[src/rtl/button_pkg.sv]
// Shared types and constants for the push-button conditioning path.
package button_pkg;

  typedef enum logic [1:0] {
    IDLE,
    LOCK,
    WAIT_RELEASE
  } state_t;

  localparam int BTN_ID_W = 2;

  localparam logic [BTN_ID_W-1:0] BTN_NORTH = 2'd0;
  localparam logic [BTN_ID_W-1:0] BTN_EAST  = 2'd1;
  localparam logic [BTN_ID_W-1:0] BTN_SOUTH = 2'd2;
  localparam logic [BTN_ID_W-1:0] BTN_WEST  = 2'd3;

  // Fixed-priority pick among simultaneous press events: north wins, west loses.
  function automatic logic [BTN_ID_W-1:0] first_press(input logic [3:0] ev);
    logic [BTN_ID_W-1:0] id;
    id = BTN_NORTH;
    if (ev[0])      id = BTN_NORTH;
    else if (ev[1]) id = BTN_EAST;
    else if (ev[2]) id = BTN_SOUTH;
    else if (ev[3]) id = BTN_WEST;
    return id;
  endfunction

endpackage

[src/rtl/button_conditioner_debounce.sv]
// One-button conditioner: two-flop synchroniser, persistence debouncer and
// press (rising edge of the debounced level) flag.
module debounce_cell #(
  parameter int DB_CYCLES = 1_000_000
) (
  input  logic clk,
  input  logic rst_n,
  input  logic raw,
  output logic level,
  output logic rise
);

  localparam int CNT_W = $clog2(DB_CYCLES);
  localparam logic [CNT_W-1:0] CNT_MAX = CNT_W'(DB_CYCLES - 1);

  logic             sync1_reg;
  logic             sync2_reg;
  logic [CNT_W-1:0] cnt_reg;
  logic             stable_reg;
  logic             stable_d_reg;

  // Bring the asynchronous pin into the clock domain.
  always_ff @(posedge clk or negedge rst_n) begin
    if (!rst_n) begin
      sync1_reg <= 1'b0;
      sync2_reg <= 1'b0;
    end else begin
      sync1_reg <= raw;
      sync2_reg <= sync1_reg;
    end
  end

  // Accept a new level only after it has differed for DB_CYCLES consecutive
  // cycles; any bounce back to the stable level restarts the count.
  always_ff @(posedge clk or negedge rst_n) begin
    if (!rst_n) begin
      cnt_reg    <= '0;
      stable_reg <= 1'b0;
    end else if (sync2_reg == stable_reg) begin
      cnt_reg <= '0;
    end else if (cnt_reg == CNT_MAX) begin
      stable_reg <= sync2_reg;
      cnt_reg    <= '0;
    end else begin
      cnt_reg <= cnt_reg + CNT_W'(1);
    end
  end

  // Delayed copy of the stable level so the press flag comes from registers only.
  always_ff @(posedge clk or negedge rst_n) begin
    if (!rst_n) stable_d_reg <= 1'b0;
    else        stable_d_reg <= stable_reg;
  end

  assign level = stable_reg;
  assign rise  = stable_reg & ~stable_d_reg;

endmodule

[src/rtl/button_conditioner.sv]
// Four-button conditioner: per-button debounce, fixed-priority arbitration and
// a lockout / wait-for-release FSM producing a single clean guess strobe.
module button_conditioner
  import button_pkg::*;
#(
  parameter int DB_CYCLES      = 1_000_000,
  parameter int LOCKOUT_CYCLES = 12_500_000
) (
  input  logic                clk,
  input  logic                rst_n,
  input  logic                btn_north,
  input  logic                btn_east,
  input  logic                btn_south,
  input  logic                btn_west,
  output logic                btn_out,
  output logic [BTN_ID_W-1:0] btn_id,
  output logic [3:0]          btn_level,
  output logic                busy
);

  localparam int LK_W = $clog2(LOCKOUT_CYCLES + 1);
  localparam logic [LK_W-1:0] LK_LOAD = LK_W'(LOCKOUT_CYCLES - 1);

  logic [3:0] raw_vec;
  logic [3:0] level_vec;
  logic [3:0] rise_vec;

  assign raw_vec = {btn_west, btn_south, btn_east, btn_north};

  generate
    for (genvar gi = 0; gi < 4; gi++) begin : gen_cell
      debounce_cell #(
        .DB_CYCLES(DB_CYCLES)
      ) u_cell (
        .clk   (clk),
        .rst_n (rst_n),
        .raw   (raw_vec[gi]),
        .level (level_vec[gi]),
        .rise  (rise_vec[gi])
      );
    end
  endgenerate

  state_t              state_reg, state_next;
  logic [LK_W-1:0]     lock_cnt_reg, lock_cnt_next;
  logic                btn_out_reg, btn_out_next;
  logic [BTN_ID_W-1:0] btn_id_reg, btn_id_next;
  logic                busy_reg;

  // Next-state and output decode: accept one press, hold off, then wait for all
  // buttons to be released before accepting again.
  always_comb begin
    state_next    = state_reg;
    lock_cnt_next = lock_cnt_reg;
    btn_out_next  = 1'b0;
    btn_id_next   = btn_id_reg;
    case (state_reg)
      IDLE: begin
        if (|rise_vec) begin
          btn_out_next  = 1'b1;
          btn_id_next   = first_press(rise_vec);
          lock_cnt_next = LK_LOAD;
          state_next    = LOCK;
        end
      end
      LOCK: begin
        if (lock_cnt_reg == '0) state_next = WAIT_RELEASE;
        else                    lock_cnt_next = lock_cnt_reg - LK_W'(1);
      end
      WAIT_RELEASE: begin
        if (level_vec == 4'b0000) state_next = IDLE;
      end
      default: state_next = IDLE;
    endcase
  end

  // State, lockout counter and registered outputs.
  always_ff @(posedge clk or negedge rst_n) begin
    if (!rst_n) begin
      state_reg    <= IDLE;
      lock_cnt_reg <= '0;
      btn_out_reg  <= 1'b0;
      btn_id_reg   <= BTN_NORTH;
      busy_reg     <= 1'b0;
    end else begin
      state_reg    <= state_next;
      lock_cnt_reg <= lock_cnt_next;
      btn_out_reg  <= btn_out_next;
      btn_id_reg   <= btn_id_next;
      busy_reg     <= (state_next != IDLE);
    end
  end

  assign btn_out   = btn_out_reg;
  assign btn_id    = btn_id_reg;
  assign btn_level = level_vec;
  assign busy      = busy_reg;

endmodule

[config.mk]
export PLATFORM = sky130hd
export DESIGN_NAME = button_conditioner
export DESIGN_NICKNAME = d
export VERILOG_FILES = /design/src/rtl/button_pkg.sv /design/src/rtl/button_conditioner_debounce.sv /design/src/rtl/button_conditioner.sv
export SDC_FILE = /design/constraint.sdc
export NUM_CORES = 1
export LEC_CHECK = 0
export CAP_MARGIN = 40
export CORE_MARGIN = 10
export CORE_UTILIZATION = 55
export CTS_CLUSTER_DIAMETER = 60
export DETAILED_ROUTE_END_ITERATION = 8
export PLACE_DENSITY = 0.81
export REMOVE_ABC_BUFFERS = 1
export SYNTH_ARGS = -nofsm -noshare
export SYNTH_HDL_FRONTEND = slang
export SYNTH_SLANG_ARGS = --single-unit
[constraint.sdc]
create_clock -name clk -period 3.4 [get_ports clk]
set_input_delay 0.68 -clock clk [delete_from_list [all_inputs] [get_ports clk]]
set_output_delay 0.68 -clock clk [all_outputs]
set_load 0.02 [all_outputs]
==> results of run 1 <==
==> layout make-up <==
cell class | instances | area [µm²]
Sequential cell | 126 | 3150
Clock buffer | 19 | 442
Clock inverter | 13 | 161
Fill cell | 847 | 3670
Timing Repair Buffer | 17 | 170
Inverter | 24 | 90.1
Multi-Input combinational cell | 428 | 2600
Tap cell | 136 | 170
==> power by group through the flow <==
stage	sequential, W	combinational, W	clock (W)
6_report	0.00153	0.0000773	0.00183
3_3_place_gp	0.00156	0.0000763	0
2_1_floorplan	0.00155	0.0000312	0
3_5_place_dp	0.00156	0.0000792	0
5_1_grt	0.00153	0.0000910	0.00193
4_1_cts	0.00153	0.0000801	0.00186
==> per-layer routing <==
| layer | wire length [µm] | track usage |
|---|---|---|
| met1 | 5290 | 0.203 |
| met3 | 441 | 0.0561 |
| met4 | 142 | 0.0705 |
| met5 | 0 | 0 |
| met2 | 5880 | 0.269 |
==> synth_stat cells, drive strengths merged, types with 7 or more instances <==
master,count,area share
xnor2,48,0.070
and3,11,0.012
clkbuf,15,0.0094
xor2,34,0.050
nor4,24,0.027
nor2,109,0.069
or4,8,0.010
nand2b,7,0.0073
and4,7,0.010
nand2,37,0.023
a21oi,8,0.0067
dfrtp,126,0.53
inv,24,0.015
nand4,15,0.016
o21ai,13,0.012
buf,9,0.010
nand3,32,0.027
nor3,17,0.016
==> kinds of logic (layout without fill, tap and decap cells) <==
group,after synthesis,after routing,share of synthesized area
mux,5,5,0.00923
buf+inv,48,73,0.0348
fa+ha+maj,5,5,0.0105
flops,126,126,0.529
compound gates,45,45,0.0503
xor+xnor,82,82,0.120
simple gates,291,291,0.246
==> path summary, 6_finish.rpt <==
check                                              from                             to  slack, ns  cells after the start
min reg2reg                gen_cell[2].u_cell.sync1_reg   gen_cell[2].u_cell.sync2_reg       0.35                      0
max                                    lock_cnt_reg[10]               lock_cnt_reg[13]       0.85                      5
min                                               rst_n  gen_cell[3].u_cell.cnt_reg[9]       0.25                      1
max in group asynchronous                         rst_n  gen_cell[2].u_cell.cnt_reg[3]       2.28                      2
max reg2reg                            lock_cnt_reg[10]               lock_cnt_reg[13]       0.85                      5
min in group clk           gen_cell[2].u_cell.sync1_reg   gen_cell[2].u_cell.sync2_reg       0.35                      0
==> stage by stage <==
stage | utilization | cell area [µm²] | hold slack, ns | total power [W] | cells
floorplan | - | 5850 | 0.331 | 0.00159 | 578
global placement | 0.591 | 6190 | 0.338 | 0.00163 | 731
detailed placement | 0.591 | 6190 | 0.341 | 0.00164 | 731
CTS | 0.649 | 6790 | 0.267 | 0.00348 | 763
global route | 0.649 | 6790 | 0.304 | 0.00356 | 763
finish | 0.649 | 6790 | 0.253 | 0.00344 | 763
==> worst max-delay path: stages (launching register included) <==
cell and delay (ns):
sky130_fd_sc_hd__dfrtp_1 0.41, sky130_fd_sc_hd__nor4_1 0.51, sky130_fd_sc_hd__nand4_1 0.62, sky130_fd_sc_hd__o21ai_2 0.46, sky130_fd_sc_hd__nor4_1 0.07, sky130_fd_sc_hd__or3_1 0.35
==> impl_metrics.tcl, run 1 <==
set metrics [dict create \
    synth_cells 602 \
    grt_setup_unrepaired "no" \
    internal_pwr_total_w 0.00269 \
    crit_required_ns 3.81 \
    post_route_ant_nets 0 \
    ys.flop_type "sky130_fd_sc_hd__dfrtp_1" \
    tightestPinTransition_ns 0.827 \
    pin_count_of_the_biggest_net_entering_global_routing 65 \
    totalNegativeSetupSlack_ns 0 \
    cp_data_arrival_time_ns 2.96 \
    criticalPathCategory "flip-flop to flip-flop" \
    synth_area_um2 5960 \
    buffer_depth_of_the_longest_clock_path 2 \
    grt_pass1_wl_um 20600 \
    vdd_ir_drop_max_mv 0.395 \
    placement_rows 37 \
    postSynthRegisterBits 126 \
    setup_skew_ns 0.00860 \
    tritoncts_clock_tree "done" \
    coreArea_um2 10500 \
    ctsHtreeMaxLevel 4 \
    worst_slack_ns 0.854 \
    cts-hold-fix-buffers 0 \
    tritoncts.num_buffers 17 \
    flip_flop_count_of_the_largest_register_after_layout 80 \
    path_clk_slew_ns 0.06 \
    power.net_switching_w 0.000741 \
    detail_route.iter0.violations 363 \
    chip_width_um 124 \
    finalWeightedCongestion 0.838 \
    initial_cell_density_of_the_core 0.570 \
    drt-total-wl_um 11800 \
    syn2layout_area_growth_pct 13.8 \
    cap_violations 0 \
    number_of_global_route_vias_before_repair 4510 \
    detail_route.drc_violations 0 \
    combinational_group_share_of_total_power 0.023 \
    synth_edf_count 0 \
    drive_gt1_frac 0.0845 \
    timing.final.crit_share 0.749 \
    grt_antenna_before_repair 0 \
    clock_insertion_delay_worst_skew_ns 0.54 \
    layout.cells.most_common "sky130_fd_sc_hd__dfrtp_1" \
    n_antenna_cell 0 \
    setup-violations-final 0 \
    outcome "finished clean" \
    cp_max_fo 14 \
    first_pass_iters 4 \
    wl_per_cell_um 15.4 \
    min_period_ns 2.55 \
    sw_frac_of_total 0.216 \
    worst_hold_path_type "primary input to asynchronous set/reset pin" \
    layout_common_cells "sky130_fd_sc_hd__dfrtp_1 (126), sky130_fd_sc_hd__nor2_1 (109), sky130_fd_sc_hd__xnor2_1 (48)" \
    hold_viol_final 0 \
    clkPwrFrac 0.532 \
    die-height_um 124 \
    cts.repair_timing.setup_buffer_count 0 \
    grt-ovfl-total 0 \
    synthesis.yosys.warnings 0 \
    power_per_unit_of_standard_cell_area_nw_per_um2 506 \
    end_kind "flip-flop" \
    sequential_to_total_area_share_from_yosys_stat 0.529 \
    detailedPlacementHpwl_um 7440 \
    worstSetupStartpointType "flip-flop" \
    cts_resized 0 \
    leakage_power_figure_nw 2.95 \
    place_worst_setup_slack_ns 0.891 \
    die_area_um2 15400 \
    finalNetCount 625 \
    maxSlewHeadroom 0.448 \
    synthesis.area_per_instance_um2 9.91 \
    design.portCount 14 \
    yosys.cell_types.count 52 \
    numPortBuffers 13 \
    cts_root_buffer "sky130_fd_sc_hd__clkbuf_8" \
    fmaxAchievable_ghz 0.393 \
    async_reset_ff_frac 1.00 \
    route.detailed.vias_per_inst 5.68 \
    route.vias.total 4336 \
    p_seq_frac 0.446 \
    track_usage 0.168 \
    report.final.slew_viol_count 0 \
    cts_sinks 126 \
]
No activity file was read; power rests on OpenSTA's default activity.
==> run 2: changes to the inputs <==
==> constraint.sdc (replaced) <==
create_clock -name clk -period 2.6 [get_ports clk]
set_input_delay 0.52 -clock clk [delete_from_list [all_inputs] [get_ports clk]]
set_output_delay 0.52 -clock clk [all_outputs]
set_load 0.02 [all_outputs]
==> run 2 against run 1 <==
  * Sequential cell count unchanged
  * Worst setup slack worse by 0.63 ns
  * Global-route usage down 0.71 points
  * Clock power up 15%
  * Clock skew down 0.0023 ns
  * First-iteration DRC count down 27%
  * Register-to-register slack worse by 0.63 ns
  * Non-clock buffer count up 4
  * Maximum frequency up 7.1%
  * Highest routed layer unchanged
==> impl_metrics.tcl, run 2 (synthesis gave the netlist of run 1 again) <==
set metrics [dict create \
    outcome "finished clean" \
    sw_frac_of_total 0.220 \
    cp_num_cells 7 \
    crit_required_ns 3.01 \
    cap_violations 0 \
    holdCritStartpoint "gen_cell[2].u_cell.sync1_reg" \
    finalNetCount 629 \
    layout_common_cells "sky130_fd_sc_hd__dfrtp_1 (126), sky130_fd_sc_hd__nor2_1 (109), sky130_fd_sc_hd__xnor2_1 (48)" \
    crit_family "simple AND/OR/NAND/NOR gates" \
    timing.final.crit_share 0.914 \
    detail_route.iter0.violations 265 \
    power_per_unit_of_standard_cell_area_nw_per_um2 625 \
    die-height_um 124 \
    route.vias.total 4293 \
    totalNegativeSetupSlack_ns 0 \
    buffer_depth_of_the_longest_clock_path 2 \
    tritoncts.num_buffers 17 \
    reg2reg_depth 7 \
    leakage_power_figure_nw 2.94 \
    grt-ovfl-total 0 \
    cp_max_fo 9 \
    first_pass_iters 4 \
    syn2layout_area_growth_pct 13.2 \
    route.detailed.vias_per_inst 5.60 \
    coreArea_um2 10500 \
    flip_flop_count_of_the_largest_register_after_layout 80 \
    power.net_switching_w 0.000927 \
    numPortBuffers 13 \
    critical_path.cell_chain "inv_1 -> ha_1 -> or3b_1 -> or2_0 -> o21ai_2 -> nor4_1 -> or3_1" \
    detailedPlacementHpwl_um 7520 \
    crit_buf_inv 1 \
    worst_slack_ns 0.223 \
    place_worst_setup_slack_ns 0.258 \
    chip_width_um 124 \
    drive_gt1_frac 0.0841 \
    crit-reg2reg-launch "lock_cnt_reg[0]" \
    grt_pass1_wl_um 19900 \
    multi_input_comb_area_um2 2600 \
    seqCellArea_um2 3150 \
    n_antenna_cell 0 \
    cp_data_arrival_time_ns 2.78 \
    report.final.slew_viol_count 0 \
    layout.cells.most_common "sky130_fd_sc_hd__dfrtp_1" \
    cell_at_the_slowest_stage_of_the_critical_path "sky130_fd_sc_hd__or3b_1" \
    fmaxAchievable_ghz 0.421 \
    maxSlewHeadroom 0.468 \
    min_period_ns 2.38 \
    clock_insertion_delay_worst_skew_ns 0.53 \
    worst_hold_path_type "flip-flop to flip-flop" \
    hold_viol_final 0 \
    pin_count_of_the_biggest_net_entering_global_routing 58 \
    ctsHtreeMaxLevel 4 \
    dpl_cells 734 \
    placement_rows 37 \
    post_route_ant_nets 0 \
    cpPeakStageDelay_ns 0.46 \
    cts.repair_timing.setup_buffer_count 0 \
    post_layout_cell_count 766 \
    holdPathStages 0 \
    crit_start "lock_cnt_reg[0]" \
    end_kind "flip-flop" \
    cts_root_buffer "sky130_fd_sc_hd__clkbuf_8" \
    number_of_global_route_vias_before_repair 4439 \
    worstSetupStartpointType "flip-flop" \
    grt_antenna_before_repair 0 \
    combinational_group_share_of_total_power 0.024 \
    cts_sinks 126 \
    finalWeightedCongestion 0.817 \
    tritoncts_clock_tree "done" \
    setup_skew_ns 0.00626 \
    grt_setup_unrepaired "no" \
    initial_cell_density_of_the_core 0.570 \
    fillCellCount 810 \
    die_area_um2 15400 \
    track_usage 0.161 \
    clkPwrFrac 0.501 \
    design.portCount 14 \
    detail_route.drc_violations 0 \
    vdd_ir_drop_max_mv 0.449 \
    criticalPathCategory "flip-flop to flip-flop" \
    wl_per_cell_um 14.7 \
    tightestPinTransition_ns 0.792 \
    drt-total-wl_um 11300 \
    setup-violations-final 0 \
    p_seq_frac 0.475 \
    internal_pwr_total_w 0.00329 \
    path_clk_slew_ns 0.06 \
]
[run 2: changes by cell type in the layout (fill, tap and decap cells not counted)]
cell	previous run	this run
sky130_fd_sc_hd__clkbuf_8	3	2
sky130_fd_sc_hd__buf_4	4	7
sky130_fd_sc_hd__clkinv_2	3	5
sky130_fd_sc_hd__clkinv_4	1	2
sky130_fd_sc_hd__clkbuf_1	0	2
sky130_fd_sc_hd__clkinvlp_4	4	3
sky130_fd_sc_hd__dlygate4sd3_1	0	1
sky130_fd_sc_hd__bufinv_16	3	1
sky130_fd_sc_hd__inv_6	2	0
[run 2: final timing paths]
path,to,slack [ns]
min in group asynchronous,gen_cell[3].u_cell.cnt_reg[14],0.46
max in group asynchronous,gen_cell[1].u_cell.cnt_reg[17],1.52
worst max register to register,lock_cnt_reg[13],0.22
worst min-delay path,gen_cell[2].u_cell.sync2_reg,0.35
worst min register to register,gen_cell[2].u_cell.sync2_reg,0.35
worst max-delay path,lock_cnt_reg[13],0.22
[run 2: cell type report]
cell class,count,share of cell area
flip-flops and latches,126,0.467
multi-input cells,428,0.386
clock buffers,20,0.0645
repair buffers,21,0.0300
well taps,136,0.0252
clock inverters,11,0.0141
inverters,24,0.0133
[run 2: per-stage QoR]
step           utilization  hold slack (ns)  area [µm²]  total power [W]
2_1_floorplan            -            0.224        5850          0.00207
3_3_place_gp         0.594            0.335        6210          0.00214
3_5_place_dp         0.594            0.335        6210          0.00214
4_1_cts              0.645            0.349        6750          0.00427
5_1_grt              0.645            0.357        6750          0.00439
6_report             0.645            0.348        6750          0.00422
[run 2: what timing repair did]
item / 4_1_cts / 5_1_grt
gates resized for setup: 0 / 0
hold buffers: 1 / 0
hold endpoints to repair: 27 / 0
endpoints found under the setup margin: 0 / 0
[run 2: routing by layer]
| layer | vias up | part of all wire | GRT usage |
|---|---|---|---|
| met5 | - | 0 | 0 |
| met4 | 0 | 0.014 | 0.0612 |
| met3 | 17 | 0.043 | 0.0552 |
| met2 | 68 | 0.49 | 0.264 |
| met1 | 2120 | 0.45 | 0.191 |
| li1 | 2088 | - | - |
[run 2: power groups by stage]
stage	clock network, W	registers [W]	logic (W)
after floorplan	0	0.00203	0.0000408
after global placement	0	0.00204	0.000101
after detailed placement	0	0.00204	0.000104
after CTS	0.00216	0.00200	0.000107
after global routing	0.00226	0.00201	0.000120
final	0.00211	0.00200	0.000102
==> run 3: changes to the inputs <==
--- a/config.mk
+++ b/config.mk
@@ -12,6 +12,8 @@
 export DETAILED_ROUTE_END_ITERATION = 8
 export PLACE_DENSITY = 0.81
 export REMOVE_ABC_BUFFERS = 1
+export SKIP_CTS_REPAIR_TIMING = 1
+export SLEW_MARGIN = 20
 export SYNTH_ARGS = -nofsm -noshare
 export SYNTH_HDL_FRONTEND = slang
 export SYNTH_SLANG_ARGS = --single-unit
==> results of run 3 <==
Final layout, timing and power as in run 2 (identical DEF).
Among the figures that moved: met3 usage 0.0552 -> 0.0557
==> edit 1, RTL diff (flow settings as in run 2) <==
Encoding of `state_t`: now one-hot (3 bits for 3 states).
--- a/src/rtl/button_pkg.sv
+++ b/src/rtl/button_pkg.sv
@@ -2,8 +2,8 @@
 package button_pkg;
 
-  typedef enum logic [1:0] {
-    IDLE,
-    LOCK,
-    WAIT_RELEASE
+  typedef enum logic [2:0] {
+    IDLE         = 3'b001,
+    LOCK         = 3'b010,
+    WAIT_RELEASE = 3'b100
   } state_t;
 
Formal check against the unedited RTL: same outputs for any inputs over 10 cycles, from zero or initial values and one cycle with rst_n low; not proved beyond that.
==> edit 1 against run 2 <==
Die area up 1.1%; count of clock-buffer cells in the layout is 1 higher; synthesized area increased by 1.3%; routed wire length increased by 1.9%; sequential cell count increased by 1; global-route usage fell by 0.83 points; core utilization shrank 0.15 points; power is 11% higher; final cell count increased by 0.78%; setup slack better by 88 ps; cell area rose by 2.9%.
==> edit 1: results (changes against run 2) <==
===========================================================================
First element of the critical path                             lock_cnt_reg[12]
Result of the run                                              finished clean
Cell at the slowest stage of the critical path                 sky130_fd_sc_hd__or3_1
End of the worst register-to-register path                     lock_cnt_reg[2]
Ranking of synthesized cells by area                           sky130_fd_sc_hd__dfrtp_1 52%, sky130_fd_sc_hd__nor2_1 6.9%, sky130_fd_sc_hd__xor2_1 6.2%
Pin count of the biggest net entering global routing                    128   +120%
Buffers inserted during post-CTS setup optimization                       0   unchanged
Violation count after the first detailed-routing iteration              318   +20%
Hold crit path type                                            input pin to asynchronous set/reset pin
Slowest stage delay, CP                                              680 ps   +220 ps
Final clock skew                                                    7.55 ps   +1.29 ps
Worst slew slack as a fraction of its limit                           48.7%   +1.9 points
Leakage Power                                                    0.00306 uW   +3.9%
Final layout net count                                                  630   +0.16%
Clock-pin slew on the worst setup and hold paths                      60 ps   about the same
Slack of the worst reg-to-reg path                                   310 ps   +90 ps
Count of port buffers added during placement                             13   unchanged
Layout cell share with drive strength beyond 1                        9.34%   +0.92 points
GRT Util Overall                                                      15.2%   -0.83 points
Cell depth of the worst flop-to-flop path                                 5   -2
Count of instances resized after the clock tree is built                  0   unchanged
Total number of H-tree levels                                             4   unchanged
Critical-path maximum fanout                                             17   +8
Setup slack at placement                                             338 ps   +80.0 ps
Clock root buffer master                                       sky130_fd_sc_hd__clkbuf_8
Clock latency on the worst-skew pair                                 530 ps   about the same
Critical Path End Type                                             register
Most common library cells after synthesis                      126 x sky130_fd_sc_hd__dfrtp_1, 111 x sky130_fd_sc_hd__nor2_1, 45 x sky130_fd_sc_hd__nand2_1
Signal arrival time at the worst endpoint                           2700 ps   -80 ps
Number of buffers created by CTS                                         17   unchanged
Number of iterations in the first detailed-routing pass                   4   unchanged
Routed Wire Length                                                  11.5 mm   +1.9%
Antenna violations before repair                                          0   unchanged
Count of filler cells inserted in the layout                            803   -0.86%
CP delay by family, top                                        simple AND/OR/NAND/NOR gates
Final worst-path cycle share                                          88.1%   -3.4 points
Max reg flops                                                            80   unchanged
Share of synthesized area occupied by flip-flops and latches          52.6%   -0.23 points
Diode count                                                               0   unchanged
Syn. warnings                                                             0   unchanged
Sw Share                                                              20.8%   -1.1 points
Max clock buf depth                                                       2   unchanged
Detailed placement HPWL                                             7.47 mm   -0.67%
Via count of the first global-routing pass                             4430   -0.20%
Vias                                                                   4343   +1.2%
Most used DFF post-synth                                       sky130_fd_sc_hd__dfrtp_1
Worst vdd rail ir drop                                               506 uV   +13%
Final GP Congestion                                                   0.829   +1.5%
Distinct cell type count of the synthesized netlist                      50   -3.8%
Asr flop ratio synth                                                   100%   unchanged
Wire length of the first global-routing pass                        20.1 mm   +0.93%
===========================================================================
## edit 1: changes by cell type after synthesis, moves of 4 or more
cell                       delta
sky130_fd_sc_hd__nor4b_1      +6
sky130_fd_sc_hd__or4_1        -4
sky130_fd_sc_hd__inv_1        -9
sky130_fd_sc_hd__and4_1       +5
sky130_fd_sc_hd__a211oi_2     +4
sky130_fd_sc_hd__clkbuf_1     -6
sky130_fd_sc_hd__xnor2_1      -8
sky130_fd_sc_hd__nand2_1      +8
sky130_fd_sc_hd__xor2_1       +9
## edit 1: routing by layer
metal | track usage (%) | routed length, um
met1 | 18.2 | 5260
met2 | 25.0 | 5650
met3 | 5.02 | 430
met4 | 5.76 | 123
met5 | 0 | 0
## edit 1: power groups by stage
stage / clock network [uW] / logic (uW) / registers [uW]
2_1_floorplan: 0 / 41.8 / 2050
3_3_place_gp: 0 / 99.9 / 2050
3_5_place_dp: 0 / 105 / 2050
4_1_cts: 2600 / 105 / 2020
5_1_grt: 2680 / 119 / 2020
6_report: 2550 / 101 / 2020
## edit 1: worst register-to-register path: stages, from the launching register on
cell and delay, ps:
sky130_fd_sc_hd__dfrtp_1 430, sky130_fd_sc_hd__nor3_1 380, sky130_fd_sc_hd__nand4_2 260, sky130_fd_sc_hd__or3_1 680, sky130_fd_sc_hd__a311oi_1 360, sky130_fd_sc_hd__a31oi_1 70
## edit 1: worst min-delay path by stage
stage | end | slack (ps) | cells past startpoint
4_1_cts | gen_cell[3].u_cell.cnt_reg[9] | 110 | 2
5_1_grt | gen_cell[3].u_cell.cnt_reg[12] | 110 | 2
3_3_place_gp | gen_cell[0].u_cell.sync2_reg | 340 | 0
3_5_place_dp | gen_cell[1].u_cell.sync2_reg | 340 | 0
2_1_floorplan | btn_id[0] | 220 | 0
6_report | gen_cell[3].u_cell.cnt_reg[12] | 20 | 2
## edit 1: cell families after synthesis
logic type / synth area share [%]
adders and majority gates: 1.04
muxes: 0.911
DFF: 52.6
and+or+nand+nor: 26.3
buffers and inverters: 2.51
xor gates and xnor gates: 12.0
AOI/OAI and AO/OA: 4.56
## edit 1: area by class of cell
cell class | count | area share [%]
Sequential cell | 127 | 45.8
Multi-Input combinational cell | 441 | 39.1
Clock buffer | 21 | 6.75
Clock inverter | 11 | 2.56
Timing Repair Buffer | 18 | 2.56
Tap cell | 140 | 2.52
Inverter | 14 | 0.756
## edit 1: through the flow
step / hold WS, ps / utilization (%) / total power [uW] / area (um2) / instances
global placement: 335 / 58.4 / 2150 / 6300 / 740
finish: 22.6 / 64.4 / 4670 / 6950 / 772
global route: 114 / 64.4 / 4820 / 6950 / 772
floorplan: 224 / - / 2090 / 5940 / 582
detailed placement: 336 / 58.4 / 2160 / 6300 / 740
CTS: 107 / 64.4 / 4720 / 6950 / 772
==> edit 2, RTL diff (flow settings as in run 2) <==
Without the edit above. `BTN_ID_W`: 2 -> 4.
--- a/src/rtl/button_pkg.sv
+++ b/src/rtl/button_pkg.sv
@@ -8,5 +8,5 @@
   } state_t;
 
-  localparam int BTN_ID_W = 2;
+  localparam int BTN_ID_W = 4;
 
   localparam logic [BTN_ID_W-1:0] BTN_NORTH = 2'd0;
Interface: changed (resized btn_id); port bits go from 14 to 16. No check against the original RTL was run, so the function may have changed too.
==> edit 2 against run 2 <==
Synthesized cell count is 0.50% higher; cell area up 1.1%; first-iteration DRC count increased by 32%; sequential cell count unchanged; fmax down 2.8%; setup slack lost 69 ps; critical path type unchanged; die area is 0.27% higher; routed wire length grew 0.45%; core utilization is 0.99 points lower; largest cell class unchanged; non-clock buffer count increased by 3; power rose by 2.7%; critical path depth unchanged; synthesized area rose by 0.31%.
==> edit 2: results (changes against run 2) <==
===========================================================================
Final layout net count                                                  634   +0.79%
Detailed placement HPWL                                             7.49 mm   -0.36%
Share of synthesized area occupied by flip-flops and latches          52.7%   -0.17 points
Wire length per cell                                                14.6 um   -0.84%
Terminating pin of the worst hold path                         gen_cell[1].u_cell.sync2_reg
Result of the run                                              finished clean
Leakage Power                                                    0.00299 uW   +1.7%
Pin count of the biggest net entering global routing                     50   -14%
Min Clock Period, post-route                                        2450 ps   +69.2 ps
Violation count after the first detailed-routing iteration              351   +32%
Hold_sp                                                        gen_cell[1].u_cell.sync1_reg
Count of filler cells inserted in the layout                            806   -0.49%
Worst vdd rail ir drop                                               387 uV   -14%
GRT Util Overall                                                      15.2%   -0.88 points
Combined area of the multi-input logic cells                       2610 um2   +0.29%
Post-Syn Instances                                                      605   +0.50%
Vias                                                                   4292   -0.023%
Final GP Congestion                                                   0.857   +4.9%
Slack of the worst reg-to-reg path                                   150 ps   -70 ps
Worst slew slack as a fraction of its limit                           50.8%   +4.0 points
Wire length of the first global-routing pass                        20.2 mm   +1.3%
Signal arrival time at the worst endpoint                           2840 ps   +60 ps
Distinct cell type count of the synthesized netlist                      53   +1.9%
Final clock skew                                                    5.54 ps   -0.721 ps
Post-detailed-placement cell area                                  6260 um2   +0.77%
Ranking of synthesized cells by area                           sky130_fd_sc_hd__dfrtp_1 53%, sky130_fd_sc_hd__xnor2_1 7.0%, sky130_fd_sc_hd__nor2_1 6.8%
===========================================================================
==> edit 2: layout make-up <==
class	count	area share, %
inverter	24	1.32
clock buffer	25	6.95
clock inverter	7	1.25
timing repair buffer	24	3.48
sequential	126	46.2
tap	140	2.57
multi-input combinational	430	38.3
==> edit 2: power groups by stage <==
| stage | combinational, uW | clock, uW | sequential [uW] |
|---|---|---|---|
| global placement | 106 | 0 | 2040 |
| floorplan | 43.3 | 0 | 2030 |
| finish | 109 | 2220 | 2000 |
| global route | 125 | 2350 | 2010 |
| CTS | 112 | 2240 | 2000 |
| detailed placement | 110 | 0 | 2040 |
==> edit 2: per-layer routing <==
metal  wire length, um  vias to the layer above  global-route usage, %
met5                 0                        -                      0
met4               182                        0                   5.55
met3               366                       17                   4.21
met2              5560                       70                   25.2
met1              5190                     2091                   18.5
li1                  -                     2114                      -
==> edit 2: worst register-to-register path, delay by kind of cell, from the launching register on <==
family / cells / cell delay [ps]
adders and majority gates: 1 / 180
and+or+nand+nor: 4 / 1320
AOI/OAI and AO/OA: 1 / 330
DFF: 1 / 410
buffers and inverters: 1 / 80
==> edit 2: logic make-up after synthesis <==
family                   Yosys count  share of synthesized area [%]
XOR/XNOR                          82                           12.0
buffers and inverters             50                           3.72
AO/OA/AOI/OAI                     45                           5.02
adder cells (fa/ha/maj)            5                           1.05
flip-flops                       126                           52.7
multiplexers                       5                          0.920
other                              1                         0.0627
AND/OR/NAND/NOR                  291                           24.5
==> edit 2: repair_timing <==
| item | 4_1_cts | 5_1_grt |
|---|---|---|
| setup endpoints to repair | 0 | 0 |
| hold buffers | 1 | 0 |
| endpoints found under the hold margin | 36 | 0 |
